$ cat src/rtl/converter_sample_scheduler.sv
// Periodic converter enable / settle / capture sequencer with a small sample FIFO.
// Optional over-voltage trip (TRIP state, ovp_thresh/ovp_trip ports) enabled by OVP_TRIP_EN.
module converter_sample_scheduler #(
  parameter int PERIOD_W   = 8,
  parameter int SETTLE_CYC = 4,
  parameter int DATA_W     = 8,
  parameter int FIFO_DEPTH = 4
) (
  input  logic                clk,
  input  logic                rst_n,
  input  logic                ena,
  input  logic [PERIOD_W-1:0] period,
  output logic                conv_en,
  input  logic [DATA_W-1:0]   conv_data,
  output logic [DATA_W-1:0]   sample_data,
  output logic                sample_valid,
  input  logic                sample_ready,
`ifdef OVP_TRIP_EN
  input  logic [DATA_W-1:0]   ovp_thresh,
  output logic                ovp_trip,
`endif
  output logic                overrun,
  output logic                busy
);

  // state    | meaning
  // S_IDLE   | stopped, converter off, sticky flags cleared
  // S_WAIT   | counting max(period,1) idle cycles
  // S_SETTLE | converter on, waiting SETTLE_CYC cycles
  // S_CAPTURE| converter on, conv_data pushed this cycle
  // S_TRIP   | over-voltage seen, converter held off until ena drops
`ifdef OVP_TRIP_EN
  typedef enum logic [2:0] {S_IDLE, S_WAIT, S_SETTLE, S_CAPTURE, S_TRIP} state_t;
`else
  typedef enum logic [1:0] {S_IDLE, S_WAIT, S_SETTLE, S_CAPTURE} state_t;
`endif

  localparam int SW    = $clog2(SETTLE_CYC + 1);
  localparam int CNT_W = (PERIOD_W > SW) ? PERIOD_W : SW;
  localparam int AW    = $clog2(FIFO_DEPTH);
  localparam int CW    = $clog2(FIFO_DEPTH + 1);

  state_t             r_state, w_state_nxt;
  logic [CNT_W-1:0]   r_cnt, w_cnt_nxt;
  logic [CNT_W-1:0]   w_period_eff;
  logic               w_push, w_pop, w_full, w_wr;
  logic [DATA_W-1:0]  r_mem [FIFO_DEPTH];
  logic [AW-1:0]      r_wr_ptr, r_rd_ptr, w_rd_ptr_inc;
  logic [CW-1:0]      r_count;
  logic [DATA_W-1:0]  r_sample_data, w_head_nxt;
  logic               r_overrun;
`ifdef OVP_TRIP_EN
  logic               r_ovp_trip, w_trip_set;
`endif

  assign w_period_eff = (period == '0) ? CNT_W'(1) : CNT_W'(period);

  always_ff @(posedge clk or negedge rst_n) begin
    if (!rst_n) begin
      r_state <= S_IDLE;
      r_cnt   <= '0;
    end else begin
      r_state <= w_state_nxt;
      r_cnt   <= w_cnt_nxt;
    end
  end

  always_comb begin
    w_state_nxt = r_state;
    w_cnt_nxt   = r_cnt;
    w_push      = 1'b0;
`ifdef OVP_TRIP_EN
    w_trip_set  = 1'b0;
`endif
    if (!ena) begin
      w_state_nxt = S_IDLE;
    end else begin
      case (r_state)
        S_IDLE: begin
          w_state_nxt = S_WAIT;
          w_cnt_nxt   = w_period_eff;
        end
        S_WAIT: begin
          if (r_cnt <= CNT_W'(1)) begin
            w_state_nxt = S_SETTLE;
            w_cnt_nxt   = CNT_W'(SETTLE_CYC);
          end else begin
            w_cnt_nxt = r_cnt - CNT_W'(1);
          end
        end
        S_SETTLE: begin
          if (r_cnt <= CNT_W'(1)) w_state_nxt = S_CAPTURE;
          else                    w_cnt_nxt   = r_cnt - CNT_W'(1);
        end
        S_CAPTURE: begin
          w_push      = 1'b1;
          w_state_nxt = S_WAIT;
          w_cnt_nxt   = w_period_eff;
`ifdef OVP_TRIP_EN
          if (conv_data > ovp_thresh) begin
            w_state_nxt = S_TRIP;
            w_trip_set  = 1'b1;
          end
`endif
        end
        default: w_state_nxt = r_state;
      endcase
    end
  end

  assign conv_en = (r_state == S_SETTLE) || (r_state == S_CAPTURE);
  assign busy    = (r_state != S_IDLE);

  assign sample_valid = (r_count != '0);
  assign sample_data  = r_sample_data;
  assign overrun      = r_overrun;
  assign w_pop        = sample_valid & sample_ready;
  assign w_full       = (r_count == CW'(FIFO_DEPTH));
  assign w_wr         = w_push & (~w_full | w_pop);
  assign w_rd_ptr_inc = r_rd_ptr + AW'(1);

  // Head register follows the entry behind the popped one, or the incoming
  // sample when the queue is (or becomes) empty at the same moment.
  always_comb begin
    w_head_nxt = r_sample_data;
    if (w_pop) begin
      if (r_count != CW'(1)) w_head_nxt = r_mem[w_rd_ptr_inc];
      else if (w_wr)         w_head_nxt = conv_data;
    end else if (w_wr && (r_count == '0)) begin
      w_head_nxt = conv_data;
    end
  end

  always_ff @(posedge clk) begin
    if (w_wr) r_mem[r_wr_ptr] <= conv_data;
  end

  always_ff @(posedge clk or negedge rst_n) begin
    if (!rst_n) begin
      r_wr_ptr      <= '0;
      r_rd_ptr      <= '0;
      r_count       <= '0;
      r_sample_data <= '0;
      r_overrun     <= 1'b0;
    end else begin
      r_sample_data <= w_head_nxt;
      if (w_wr)  r_wr_ptr <= r_wr_ptr + AW'(1);
      if (w_pop) r_rd_ptr <= w_rd_ptr_inc;
      if (w_wr && !w_pop)      r_count <= r_count + CW'(1);
      else if (!w_wr && w_pop) r_count <= r_count - CW'(1);
      if (r_state == S_IDLE)                r_overrun <= 1'b0;
      else if (w_push && w_full && !w_pop)  r_overrun <= 1'b1;
    end
  end

`ifdef OVP_TRIP_EN
  always_ff @(posedge clk or negedge rst_n) begin
    if (!rst_n)                 r_ovp_trip <= 1'b0;
    else if (r_state == S_IDLE) r_ovp_trip <= 1'b0;
    else if (w_trip_set)        r_ovp_trip <= 1'b1;
  end
  assign ovp_trip = r_ovp_trip;
`endif

endmodule
$ cat config.mk
export PLATFORM = sky130hd
export DESIGN_NAME = converter_sample_scheduler
export DESIGN_NICKNAME = d
export VERILOG_FILES = /design/src/rtl/converter_sample_scheduler.sv
export SDC_FILE = /design/constraint.sdc
export NUM_CORES = 1
export LEC_CHECK = 0
export CAP_MARGIN = 20
export CORE_AREA = 5 5 79 81
export DETAILED_ROUTE_END_ITERATION = 6
export DIE_AREA = 0 0 84 86
export PLACE_DENSITY_LB_ADDON = 0.12
export SYNTH_ARGS = -nofsm -noshare
export SYNTH_HDL_FRONTEND = slang
export SYNTH_SLANG_ARGS = --single-unit
export TNS_END_PERCENT = 20
$ cat constraint.sdc
create_clock -name clk -period 3.5 [get_ports clk]
set_input_delay 0.35 -clock clk [delete_from_list [all_inputs] [get_ports clk]]
set_output_delay 0.35 -clock clk [all_outputs]
set_load 0.02 [all_outputs]
### Word-level counts from Yosys, hierarchy flattened

Memories as Yosys holds them, arrays and structs flattened.
Cells that the tools add are included.

* reduce and logical (&&, ||, !) cells: 20
* $lt $le $gt $ge: 1
* muxes and demuxes: 20
* add/subtract/negate cells: 5
* bitwise gates (word level): 4
* eq/ne operators: 9

Operators with widths (count)
* 2-to-1 mux 8 bit: 7
* one-hot mux 8 bit (3 select lines): 1
* less-or-equal comparator 8 x 1 -> 1 bit, second input constant: 1
* zero test 8 bit: 1
* nonzero test 2 bit: 4
* subtractor 8 x 1 -> 8 bit, second input constant: 1
* 2-to-1 mux 1 bit: 6
* 2-to-1 mux 2 bit: 3
* 2-to-1 mux 3 bit: 2
* != test 3 x 1 -> 1 bit, second input constant: 2
* != test 3 bit, second input constant: 2
* one-hot mux 2 bit (3 select lines): 1
* AND reduction 2 bit: 3
* logical AND 1 bit: 5
* adder 2 x 1 -> 2 bit, second input constant: 2
* equality test 2 bit, second input constant: 2
* adder 3 x 1 -> 3 bit, second input constant: 1
* equality test 3 bit, second input constant: 1
* zero test 3 bit: 1
* nonzero test 3 bit: 1
* subtractor 3 x 1 -> 3 bit, second input constant: 1
* AND 1 bit: 2
* equality test 2 x 1 -> 1 bit, second input constant: 1
* zero test 1 bit: 2
* other kinds (6): 6

* memories: 1
* output and inout bits: 12
* register bits: 26
* RAM bits: 32
* logic and storage cells: 67
* input bits: 20

Memory list
* r_mem: depth 4, bits a word 8, read ports 1, clocked after memory_dff 0, wr ports 1, RTL line 47 `logic [DATA_W-1:0] r_mem [FIFO_DEPTH];`

### Longest topological paths before layout

* depth in word-level cells: 8
* mapped depth: 10
* mapped depth without buffers: 9

### Worst setup path after synthesis

No wires, ideal clock.

* path type: reg2reg
* start: reg r_count[0]
* end: reg r_sample_data[0], in the netlist sample_data[0]
* slack: 1.197 ns
* path buffers: 1
* library setup time: 0.125 ns
* cell stages (with the launch flop): 11
* period minus slack after synthesis: 2.303 ns
* arrival time: 2.178 ns
* required time: 3.375 ns
* cell sequence: dfrtp_1 -> inv_1 -> ha_1 -> and3_1 -> nor2_1 -> inv_1 -> ha_1 -> nand2_1 -> a22o_1 -> clkbuf_1 -> mux2_2

* cells in the longest elaborated chain, start to end: 7
* elaborated cells between the ends (all ways): 14
* those cells by class: eq/ne: 3; mux: 2; bitwise: 4; reduce/logical: 5

Ends and longest elaborated chain
* start: declaration: RTL line 49 `logic [CW-1:0] r_count;`
* start signal: assignment: RTL line 149 `if (w_wr && !w_pop) r_count <= r_count + CW'(1);`
* start signal: assignment: RTL line 150 `else if (!w_wr && w_pop) r_count <= r_count - CW'(1);`
* nonzero test 3 bit / equality test 3 bit (equally long branches): RTL line 114, 118
* AND 1 bit / inverter 1 bit (equally long branches): RTL line 117, 119
* bitwise OR 1 bit *: RTL line 119 `assign w_wr = w_push & (~w_full | w_pop);`
* AND 1 bit *: RTL line 119
* via w_wr: RTL line 46 `logic w_push, w_pop, w_full, w_wr;`
* logical AND 1 bit: RTL line 129 `end else if (w_wr && (r_count == '0)) begin`
* nonzero test 2 bit (no line)
* AND reduction 2 bit (no line) *
* end signal: assignment: RTL line 146 `r_sample_data <= w_head_nxt;`
* end: declaration: RTL line 50 `logic [DATA_W-1:0] r_sample_data, w_head_nxt;`

The timed path passes the listed nets; every way through them passes the cells marked *.
A chain may end at the register's enable or synchronous reset.

### Worst setup path in the final report

* start: reg r_count[0]
* end: reg r_sample_data[6], in the netlist sample_data[6]

The elaborated chain is that of the path after synthesis.

==> reports/results.ini <==
[pwr]
pwr-share-clk=0.188
power.switching_uw=1046
irDropWorstVdd_v=0.0004250
power_frac_comb=0.426
power.share.sequential=0.386
p_per_area_mw_per_mm2=814.3
switching_share=0.3746
p_leak_uw=0.001320
p_int_uw=1746

[clocking]
root_buffer=clkbuf_8
clock_latency_ps=330
tritoncts=built
ctsHoldBuffers=0
cts_setup_buffers=0
htreeDepth=3
cts_buffers=9
path_clk_slew_ps=70
cts_resized=0
clock-sinks=58
cts_max_path_buffers=2

[finish]
antennaDiodeCount=0
multi_input_area_sq_mm=0.001185
syn_to_final_growth_pct=18.97
drive_gt1_frac=0.1744
n_fill_cell=442
regArea_sq_mm=0.001612
fin_nets=290
design_area_sq_mm=0.003430

[job]
maxCapViolCount=0

[worst_setup_path]
r2r_end=sample_data[6]
rr_startpoint=r_count[0]
worstSetupEndpoint=sample_data[6]
cp.arrival_ps=2700
start_kind=flop
critPathKind=flop to flop
worstRegToRegCells=9
cp-startpoint=r_count[0]
cp.required_ps=3710
end_kind=flop
path_max_fanout=8
rrSetupSlack_ps=1010

[global_route]
antenna_found_initial=0
grt_pass1_wl_um=9508
busiest_layer=met2
grt_util_all_layers=0.1723
met1_usage=0.2156
overflow=0
grtUsageMet3=0.04995
use_met2=0.2798
grt_max_degree=27
grt_pass1_vias=1949

[drt]
vias=1874
detail_route.wirelength_um=5611
wl_per_cell_um=17.00
remaining_drc_errors=0
initialDrtViolationCount=110
dr.pass1.iters=4
routed_via_density=5.679
ant_nets=0

[yosys]
ys_warn_count=0
synthTopCellsByArea=edfxtp_1, dfrtp_1, ha_1
yosysMostFrequentCell=edfxtp_1
synth_top_area_share=0.3333
yosys.area.top_type=edfxtp_1
syn_nets=253
synth-edff-count=32
avgSynthCellArea_sq_um=13.35
synth_seq_cells=58
yosysUniqueCellTypes=46
synthArstFlopShare=0.4483
yosysSeqAreaShare=0.5590
synth.cell_area_sq_mm=0.002883
ys.flop_type=edfxtp_1
synth.top_cells.by_count=edfxtp_1, dfrtp_1, ha_1, mux2_2, inv_1
netlist_instances=216

[timing]
slew_headroom=0.4565
fin_crit_ps=2490
finalCritPeriodShare=0.7114
fin_tns_setup_ps=0
report.final.hold_viol_count=0
slew_viol_final=0
rsz0062_at_grt=no
worst_pin_slew_ps=809.8
fmax_mhz=401.6
setup_viol=0
finalClockSkew_ps=7.014

[min_path]
min_path_type=input pin to async pin

[die]
die_area_sq_mm=0.007224
rows=27
initial_core_util=0.5333
die_x_um=84
core_area_sq_mm=0.005405
die_h_um=86
ios=32

[run_status]
status=finished, final reports clean

[placed_design]
numPortBuffers=31
place.gp.congestion=0.8231
placed_cell_area_sq_mm=0.003264
place_hpwl_um=3943

-- layout make-up --
type	instances	area share
clock buffers	13	0.04341
flip-flops and latches	58	0.4699
multi-input cells	136	0.3455
well taps	72	0.02627
repair buffers	32	0.09267
clock inverters	3	0.004743
inverters	16	0.01751
-- power groups by stage --
stage	clock, uW	combinational (uW)	sequential [uW]
2_1_floorplan	0	879	1040
3_3_place_gp	0	1180	1090
3_5_place_dp	0	1190	1090
4_1_cts	534	1200	1080
5_1_grt	572	1320	1110
6_report	525	1190	1080
-- critical path: stages, from the launching register on --
cell and delay [ps]:
dfrtp_1 400, inv_1 80, ha_1 230, and3_1 170
nor2_1 370, inv_1 90, ha_1 200, nand2_1 60
a22o_1 370, mux2_2 390
-- how the worst min path moves through the flow --
stage	startpoint	end	cells past startpoint
after floorplan	rst_n	overrun	0
after global placement	overrun	overrun	2
after detailed placement	overrun	overrun	2
after CTS	rst_n	r_count[0]	2
after global routing	rst_n	r_count[0]	2
final	rst_n	r_count[2]	2
-- stage by stage --
step           std cells  setup slack (ps)    util  total power, uW  hold WS (ps)
2_1_floorplan        216              1197       -             1917         54.41
3_3_place_gp         314             806.5  0.6039             2267         503.1
3_5_place_dp         314             745.3  0.6039             2286         495.6
4_1_cts              330              1003  0.6345             2814         397.7
5_1_grt              330             792.8  0.6345             2998         409.3
6_report             330              1010  0.6345             2793         389.1
-- state kept, by name (all words and copies together), names as in the netlist --
name,cells
sample_data,8
r_wr_ptr,2
r_state,2
overrun,1
r_mem,32
r_cnt,8
r_rd_ptr,2
r_count,3
-- layer usage --
metal / share of wire / wire (um)
met3: 0.047 / 262
met4: 0.016 / 87
met1: 0.45 / 2516
met5: 0 / 0
met2: 0.49 / 2744
-- placed cells by master (no fill, tap or decap), types with 5 or more instances in the layout --
cell             netlist  final
dfrtp_1               26     26
clkbuf_8               0     10
o21ai_0               13     13
clkdlybuf4s50_1        0     31
mux4_2                 8      8
nor3_1                 5      5
nand2_1               11     11
mux2_2                17     17
edfxtp_1              32     32
nor2_1                11     11
ha_1                  17     17
inv_1                 16     16
-- kinds of logic after synthesis --
logic type | synth area share
buffers and inverters | 0.02995
and+or+nand+nor | 0.08073
adders and majority gates | 0.07378
DFF | 0.5590
xor gates and xnor gates | 0.01823
AOI/OAI and AO/OA | 0.1059
muxes | 0.1324
No activity file was read; power rests on OpenSTA's default activity.
